[src/rtl/periph_bus_pkg.sv]
// Shared encodings and lane helpers for the 16-bit big-endian peripheral bus.
// Byte lane [15:8] belongs to the even address, [7:0] to the odd address.
package periph_bus_pkg;

    localparam logic [1:0] SZ_BYTE = 2'd0;
    localparam logic [1:0] SZ_WORD = 2'd1;
    localparam logic [1:0] SZ_LONG = 2'd2;
    localparam logic [1:0] SZ_RSVD = 2'd3;

    typedef enum logic [1:0] {
        IDLE,
        STROBE,
        GAP
    } state_t;

    // {uds, lds} for the access; everything wider than a byte uses both lanes
    function automatic logic [1:0] lane_sel(input logic [1:0] size, input logic a0);
        if (size == SZ_BYTE) begin
            return a0 ? 2'b01 : 2'b10;
        end
        return 2'b11;
    endfunction

    // Bus write data for the first (or only) bus cycle of an access
    function automatic logic [15:0] first_wlane(input logic [1:0] size, input logic a0,
                                                input logic [31:0] wdata);
        case (size)
            SZ_BYTE: return a0 ? {8'h00, wdata[7:0]} : {wdata[7:0], 8'h00};
            SZ_LONG: return wdata[31:16];
            default: return wdata[15:0];
        endcase
    endfunction

endpackage

[src/rtl/periph_bus_master_timeout.sv]
// Strobe watchdog: counts STROBE cycles without ack; expired is combinational.
// Latency 0 (expired asserts in the cycle the count would reach TIMEOUT); no backpressure.
// Cleared on every STROBE entry.
module bus_timeout_cnt #(
    parameter int TIMEOUT = 255
) (
    input  logic clk,
    input  logic reset,
    input  logic clear,
    input  logic enable,
    output logic expired
);

    localparam logic [15:0] LIMIT = 16'(TIMEOUT - 1);

    logic [15:0] count;

    always_ff @(posedge clk) begin
        if (reset || clear) begin
            count <= '0;
        end else if (enable) begin
            count <= count + 16'd1;
        end
    end

    // Fires on the TIMEOUT-th unacknowledged strobe cycle, so strobes last exactly TIMEOUT cycles
    assign expired = enable && (count == LIMIT);

endmodule

[src/rtl/periph_bus_master.sv]
// Peripheral bus initiator: one byte/word/long request -> one or two ack-handshaked bus cycles.
// Latency 3 cycles accept->rsp_valid (6 for long) with a zero-wait responder; 1 cycle on alignment error.
// req_ready only in IDLE; rsp_valid is a single pulse with no backpressure.
module periph_bus_master
    import periph_bus_pkg::*;
#(
    parameter int ADDR_W  = 8,
    parameter int TIMEOUT = 255
) (
    input  logic              clk,
    input  logic              reset,
    input  logic              req_valid,
    output logic              req_ready,
    input  logic [ADDR_W-1:0] req_addr,
    input  logic              req_rw,
    input  logic [1:0]        req_size,
    input  logic [31:0]       req_wdata,
    output logic              rsp_valid,
    output logic [31:0]       rsp_rdata,
    output logic              rsp_err,
    output logic [ADDR_W-1:0] bus_addr,
    output logic [15:0]       bus_data_write,
    input  logic [15:0]       bus_data_read,
    output logic              bus_uds,
    output logic              bus_lds,
    output logic              bus_rw,
    input  logic              bus_ack
);

    state_t state, state_nxt;

    logic [ADDR_W-1:0] addr_q, addr_nxt;
    logic              rw_q, rw_nxt;
    logic [1:0]        size_q, size_nxt;
    logic [31:0]       wdata_q, wdata_nxt;
    logic              half_q, half_nxt;
    logic              tout_q, tout_nxt;
    logic [31:0]       rdata_q, rdata_nxt;

    logic              rsp_valid_nxt, rsp_err_nxt;
    logic [31:0]       rsp_rdata_nxt;
    logic [ADDR_W-1:0] bus_addr_nxt;
    logic [15:0]       bus_data_write_nxt;
    logic              bus_uds_nxt, bus_lds_nxt, bus_rw_nxt;

    logic              acc_err;
    logic              cnt_clear;
    logic              cnt_en;
    logic              expired;

    assign req_ready = (state == IDLE) && !reset;
    assign acc_err   = (req_size == SZ_RSVD) || ((req_size != SZ_BYTE) && req_addr[0]);
    assign cnt_en    = (state == STROBE) && !bus_ack;

    bus_timeout_cnt #(
        .TIMEOUT(TIMEOUT)
    ) u_timeout (
        .clk    (clk),
        .reset  (reset),
        .clear  (cnt_clear),
        .enable (cnt_en),
        .expired(expired)
    );

    always_comb begin
        state_nxt          = state;
        addr_nxt           = addr_q;
        rw_nxt             = rw_q;
        size_nxt           = size_q;
        wdata_nxt          = wdata_q;
        half_nxt           = half_q;
        tout_nxt           = tout_q;
        rdata_nxt          = rdata_q;
        rsp_valid_nxt      = 1'b0;
        rsp_err_nxt        = 1'b0;
        rsp_rdata_nxt      = 32'h0;
        bus_addr_nxt       = bus_addr;
        bus_data_write_nxt = bus_data_write;
        bus_uds_nxt        = bus_uds;
        bus_lds_nxt        = bus_lds;
        bus_rw_nxt         = bus_rw;
        cnt_clear          = 1'b0;

        case (state)
            IDLE: begin
                if (req_valid) begin
                    addr_nxt  = req_addr;
                    rw_nxt    = req_rw;
                    size_nxt  = req_size;
                    wdata_nxt = req_wdata;
                    half_nxt  = 1'b0;
                    tout_nxt  = 1'b0;
                    rdata_nxt = 32'h0;
                    if (acc_err) begin
                        rsp_valid_nxt = 1'b1;
                        rsp_err_nxt   = 1'b1;
                    end else begin
                        state_nxt                  = STROBE;
                        cnt_clear                  = 1'b1;
                        {bus_uds_nxt, bus_lds_nxt} = lane_sel(req_size, req_addr[0]);
                        bus_addr_nxt               = req_addr;
                        bus_rw_nxt                 = req_rw;
                        bus_data_write_nxt         = first_wlane(req_size, req_addr[0], req_wdata);
                    end
                end
            end

            STROBE: begin
                if (bus_ack) begin
                    case (size_q)
                        SZ_BYTE: rdata_nxt = {24'h0, addr_q[0] ? bus_data_read[7:0]
                                                               : bus_data_read[15:8]};
                        SZ_WORD: rdata_nxt = {16'h0, bus_data_read};
                        default: begin
                            if (half_q) begin
                                rdata_nxt[15:0] = bus_data_read;
                            end else begin
                                rdata_nxt[31:16] = bus_data_read;
                            end
                        end
                    endcase
                    bus_uds_nxt = 1'b0;
                    bus_lds_nxt = 1'b0;
                    bus_rw_nxt  = 1'b1;
                    state_nxt   = GAP;
                end else if (expired) begin
                    tout_nxt    = 1'b1;
                    bus_uds_nxt = 1'b0;
                    bus_lds_nxt = 1'b0;
                    bus_rw_nxt  = 1'b1;
                    state_nxt   = GAP;
                end
            end

            GAP: begin
                // A timed-out first half suppresses the second half of a long
                if ((size_q == SZ_LONG) && !half_q && !tout_q) begin
                    half_nxt           = 1'b1;
                    state_nxt          = STROBE;
                    cnt_clear          = 1'b1;
                    bus_uds_nxt        = 1'b1;
                    bus_lds_nxt        = 1'b1;
                    bus_addr_nxt       = addr_q + ADDR_W'(2);
                    bus_rw_nxt         = rw_q;
                    bus_data_write_nxt = wdata_q[15:0];
                end else begin
                    rsp_valid_nxt = 1'b1;
                    rsp_err_nxt   = tout_q;
                    rsp_rdata_nxt = (tout_q || !rw_q) ? 32'h0 : rdata_q;
                    state_nxt     = IDLE;
                end
            end

            default: begin
                state_nxt = IDLE;
            end
        endcase
    end

    always_ff @(posedge clk) begin
        if (reset) begin
            state          <= IDLE;
            addr_q         <= '0;
            rw_q           <= 1'b1;
            size_q         <= SZ_BYTE;
            wdata_q        <= 32'h0;
            half_q         <= 1'b0;
            tout_q         <= 1'b0;
            rdata_q        <= 32'h0;
            rsp_valid      <= 1'b0;
            rsp_err        <= 1'b0;
            rsp_rdata      <= 32'h0;
            bus_addr       <= '0;
            bus_data_write <= 16'h0;
            bus_uds        <= 1'b0;
            bus_lds        <= 1'b0;
            bus_rw         <= 1'b1;
        end else begin
            state          <= state_nxt;
            addr_q         <= addr_nxt;
            rw_q           <= rw_nxt;
            size_q         <= size_nxt;
            wdata_q        <= wdata_nxt;
            half_q         <= half_nxt;
            tout_q         <= tout_nxt;
            rdata_q        <= rdata_nxt;
            rsp_valid      <= rsp_valid_nxt;
            rsp_err        <= rsp_err_nxt;
            rsp_rdata      <= rsp_rdata_nxt;
            bus_addr       <= bus_addr_nxt;
            bus_data_write <= bus_data_write_nxt;
            bus_uds        <= bus_uds_nxt;
            bus_lds        <= bus_lds_nxt;
            bus_rw         <= bus_rw_nxt;
        end
    end

endmodule

[config.mk]
export PLATFORM = sky130hd
export DESIGN_NAME = periph_bus_master
export DESIGN_NICKNAME = d
export VERILOG_FILES = /design/src/rtl/periph_bus_pkg.sv /design/src/rtl/periph_bus_master_timeout.sv /design/src/rtl/periph_bus_master.sv
export SDC_FILE = /design/constraint.sdc
export NUM_CORES = 1
export LEC_CHECK = 0
export ABC_AREA = 1
export BUFFER_PORTS_ARGS = -buffer_cell sky130_fd_sc_hd__buf_2
export CORE_ASPECT_RATIO = 1.1
export CORE_MARGIN = 8
export CORE_UTILIZATION = 34
export CTS_CLUSTER_DIAMETER = 40
export DETAILED_ROUTE_END_ITERATION = 8
export PLACE_DENSITY_LB_ADDON = 0.05
export SLEW_MARGIN = 10
export SYNTH_ARGS = -nofsm -noshare
export SYNTH_HDL_FRONTEND = slang
export SYNTH_SLANG_ARGS = --single-unit
[constraint.sdc]
create_clock -name clk -period 4.4 [get_ports clk]
set_input_delay 0.66 -clock clk [delete_from_list [all_inputs] [get_ports clk]]
set_output_delay 0.66 -clock clk [all_outputs]
set_load 0.005 [all_outputs]
==> results.yml <==
yosys:
  ys_ff_latch: 140
  synth.mux.area_fraction: 0.00342
  async_flop_share: 0
  yosysWarnings: 0
  synth_compound_area_frac: 0.182
  ys_top_cells_by_area: "dfxtp_1 48%, nand2_1 9.6%, a21oi_1 7.7%"
  synth_top_flop_cell: "dfxtp_1"
  synth_most_common_cell: "nand2_1"
  synth-edff-count: 0
  synthAdderAreaFrac: 0.0171
  netlist_top_cells_count: "149 x nand2_1, 140 x dfxtp_1, 115 x nor2_1, 90 x a21oi_1, 81 x inv_1"
  synth_top_family_by_area: "simple AND/OR/NAND/NOR gates"
  synth_simple_gate_area_frac: 0.228
  avgSynthCellArea_um2: 7.37
  ys_types: 38
  netlist_area_um2: 5850
  ys_seq_area_frac: 0.479
  synth_nets: 865
  synth_top_area_share: 0.479
  netlist_instances: 794
  synth-xor-area-share: 0.00599
  synth_area_leader_cell: "dfxtp_1"
clocking:
  cts_tree: "done"
  ctsResizeCount: 0
  cts_max_level: 4
  clk_pin_slew_ns: 0.06
  clkSinkCount: 140
  cts-root-buf: "clkbuf_16"
  post_cts_buffers: 0
  cts_buffers: 17
  insertion_delay_ns: 0.42
  postCtsHoldBufs: 0
  clockBufferDepth: 2
setup_path:
  setup.worst_path.class: "reg2reg"
  path_cells: "ha_1 -> nand2_1 -> a21oi_4 -> o21ai_2 -> inv_2 -> o21ai_0 -> a21oi_1"
  rrSetupSlack_ns: 1.83
  worstPathRequired_ns: 4.75
  reg2reg_depth: 7
  cp_top_family: "compound AO/OA/AOI/OAI gates"
  critPathCaptureType: "flip-flop"
  worst_ep_arrival_time_ns: 2.92
  start_kind: "flip-flop"
  cp_slowest_cell: "ha_1"
  r2r_start: "state[0]"
  path_max_fanout: 18
  slowest_delay_ns: 0.56
  crit_buf_inv: 1
  r2r_end: "rdata_q[3]"
floorplan:
  die_w_um: 141
  die_area_um2: 21700
  ioPinCount: 125
  fp.dieH_um: 154
  rows: 50
  core_area_um2: 17000
  initial_core_util: 0.345
min_path:
  min_path_type: "reg2reg"
  min_from: "rdata_q[29]"
  whs_path_depth: 2
  holdPathEnd: "rsp_rdata[29]"
drt:
  vias: 5434
  wl_per_cell_um: 14.2
  wl_mm: 16.3
  vias_per_cell: 4.72
  drt_pass1_iterations: 5
  ant_nets: 0
  route.detailed.drc: 0
  drt_iter0_markers: 279
outcome:
  status: "finished, final reports clean"
placed_design:
  hpwl_mm: 12.0
  pre_cts_ws_ns: 1.85
  gp_congestion: 0.810
  placed_cells: 1120
  place.port_buffers: 124
cells_and_area:
  layout-drive-gt1-share: 0.199
  final_nets: 976
  fin_cells: 1152
  area_growth_pct: 23.0
  antennaDiodeCount: 0
global_route:
  grt_pass1_vias: 5290
  grt_pass1_wl_mm: 26.3
  gr-total-overflow: 0
  grt_util_all_layers: 0.151
  antenna_found_initial: 0
  grt_start_max_net_pins: 58
power:
  power_density_nw_per_um2: 509
  power.leakage_uw: 0.00312
  power_uw: 3660
  peakVddDrop_mv: 0.286
sta:
  fmax_mhz: 389
  rsz0062_at_grt: "false"
  fin_crit_sh: 0.584
  finClkSkew_ns: 0.00476
  min_period_ns: 2.57
  tns_ns: 0
  setup_viol: 0
  postLayoutSetupSlackWorst_ns: 1.83
  tightest_slew_ns: 0.906
  slew_violations: 0
  slew_headroom: 0.394
  finalHoldViolCount: 0
job:
  max_cap_viol_count: 0
==> metrics by stage <==
| stage | hold slack [ns] | cell area, um2 | utilization |
|---|---|---|---|
| after floorplan | 0.405 | 5850 | - |
| after global placement | 0.417 | 6630 | 0.391 |
| after detailed placement | 0.418 | 6630 | 0.391 |
| after CTS | 0.427 | 7190 | 0.424 |
| after global routing | 0.441 | 7190 | 0.424 |
| final | 0.427 | 7190 | 0.424 |
==> report_power, final <==
group          internal, uW  total (uW)  switching (uW)
logic                   268         799             531
clock network           742        1340             599
registers              1430        1520            86.3
total                  2440        3660            1220
==> state kept, by name, summed over array words and instances, names as in the netlist <==
| name | flops |
|---|---|
| rdata_q | 32 |
| rw_q | 1 |
| half_q | 1 |
| bus_lds | 1 |
| bus_addr | 8 |
| rsp_rdata | 32 |
| u_timeout.count | 16 |
| state | 2 |
| size_q | 2 |
| addr_q | 8 |
| bus_uds | 1 |
| wdata_q | 16 |
| bus_rw | 1 |
| rsp_valid | 1 |
| rsp_err | 1 |
| bus_data_write | 16 |
| tout_q | 1 |
==> tightest hold or removal path, cell delays in order (launching register included) <==
cell and delay [ns]:
dfxtp_1 0.31, inv_1 0.04, nor2_1 0.03
==> layout by cell type, fill, tap and decap left out, drive strengths merged, types with 2 or more instances in the layout <==
| cell type | n |
|---|---|
| nand2 | 150 |
| dfxtp | 140 |
| buf | 129 |
| nor2 | 121 |
| inv | 94 |
| a21oi | 92 |
| o21ai | 70 |
| nand3 | 37 |
| clkbuf | 17 |
| o211ai | 16 |
| nand4 | 8 |
| o22ai | 8 |
| ha | 8 |
| clkinvlp | 5 |
| xor2 | 3 |
| a211oi | 3 |
| nor3 | 3 |
| clkinv | 3 |
| mux2i | 2 |
| nor3b | 2 |
==> area by class of cell <==
cell class | count | area [um2]
tap | 234 | 293
inverter | 87 | 327
multi-input combinational | 530 | 2550
clock inverter | 15 | 136
timing repair buffer | 129 | 658
clock buffer | 17 | 425
sequential | 140 | 2800
fill | 1774 | 9760
==> logic make-up after synthesis <==
kind of cell | after synthesis
simple gates | 323
compound gates | 193
flops | 140
buf+inv | 124
fa+ha+maj | 8
xor+xnor | 4
mux | 2
==> layer usage <==
layer,vias to the layer above,track usage,routed length (um)
met2,149,0.247,7590
met5,-,0,0
li1,2807,-,-
met3,16,0.0384,837
met1,2462,0.187,7680
met4,0,0.0564,204
==> worst max path at each step <==
stage / startpoint / to / depth (start not counted)
after floorplan: reset / req_ready / 3
after global placement: state[1] / rdata_q[4] / 8
after detailed placement: state[0] / bus_data_write[4] / 10
after CTS: state[0] / rdata_q[3] / 7
after global routing: state[0] / rdata_q[2] / 7
final: state[0] / rdata_q[3] / 7
No activity file was read; power rests on OpenSTA's default activity.
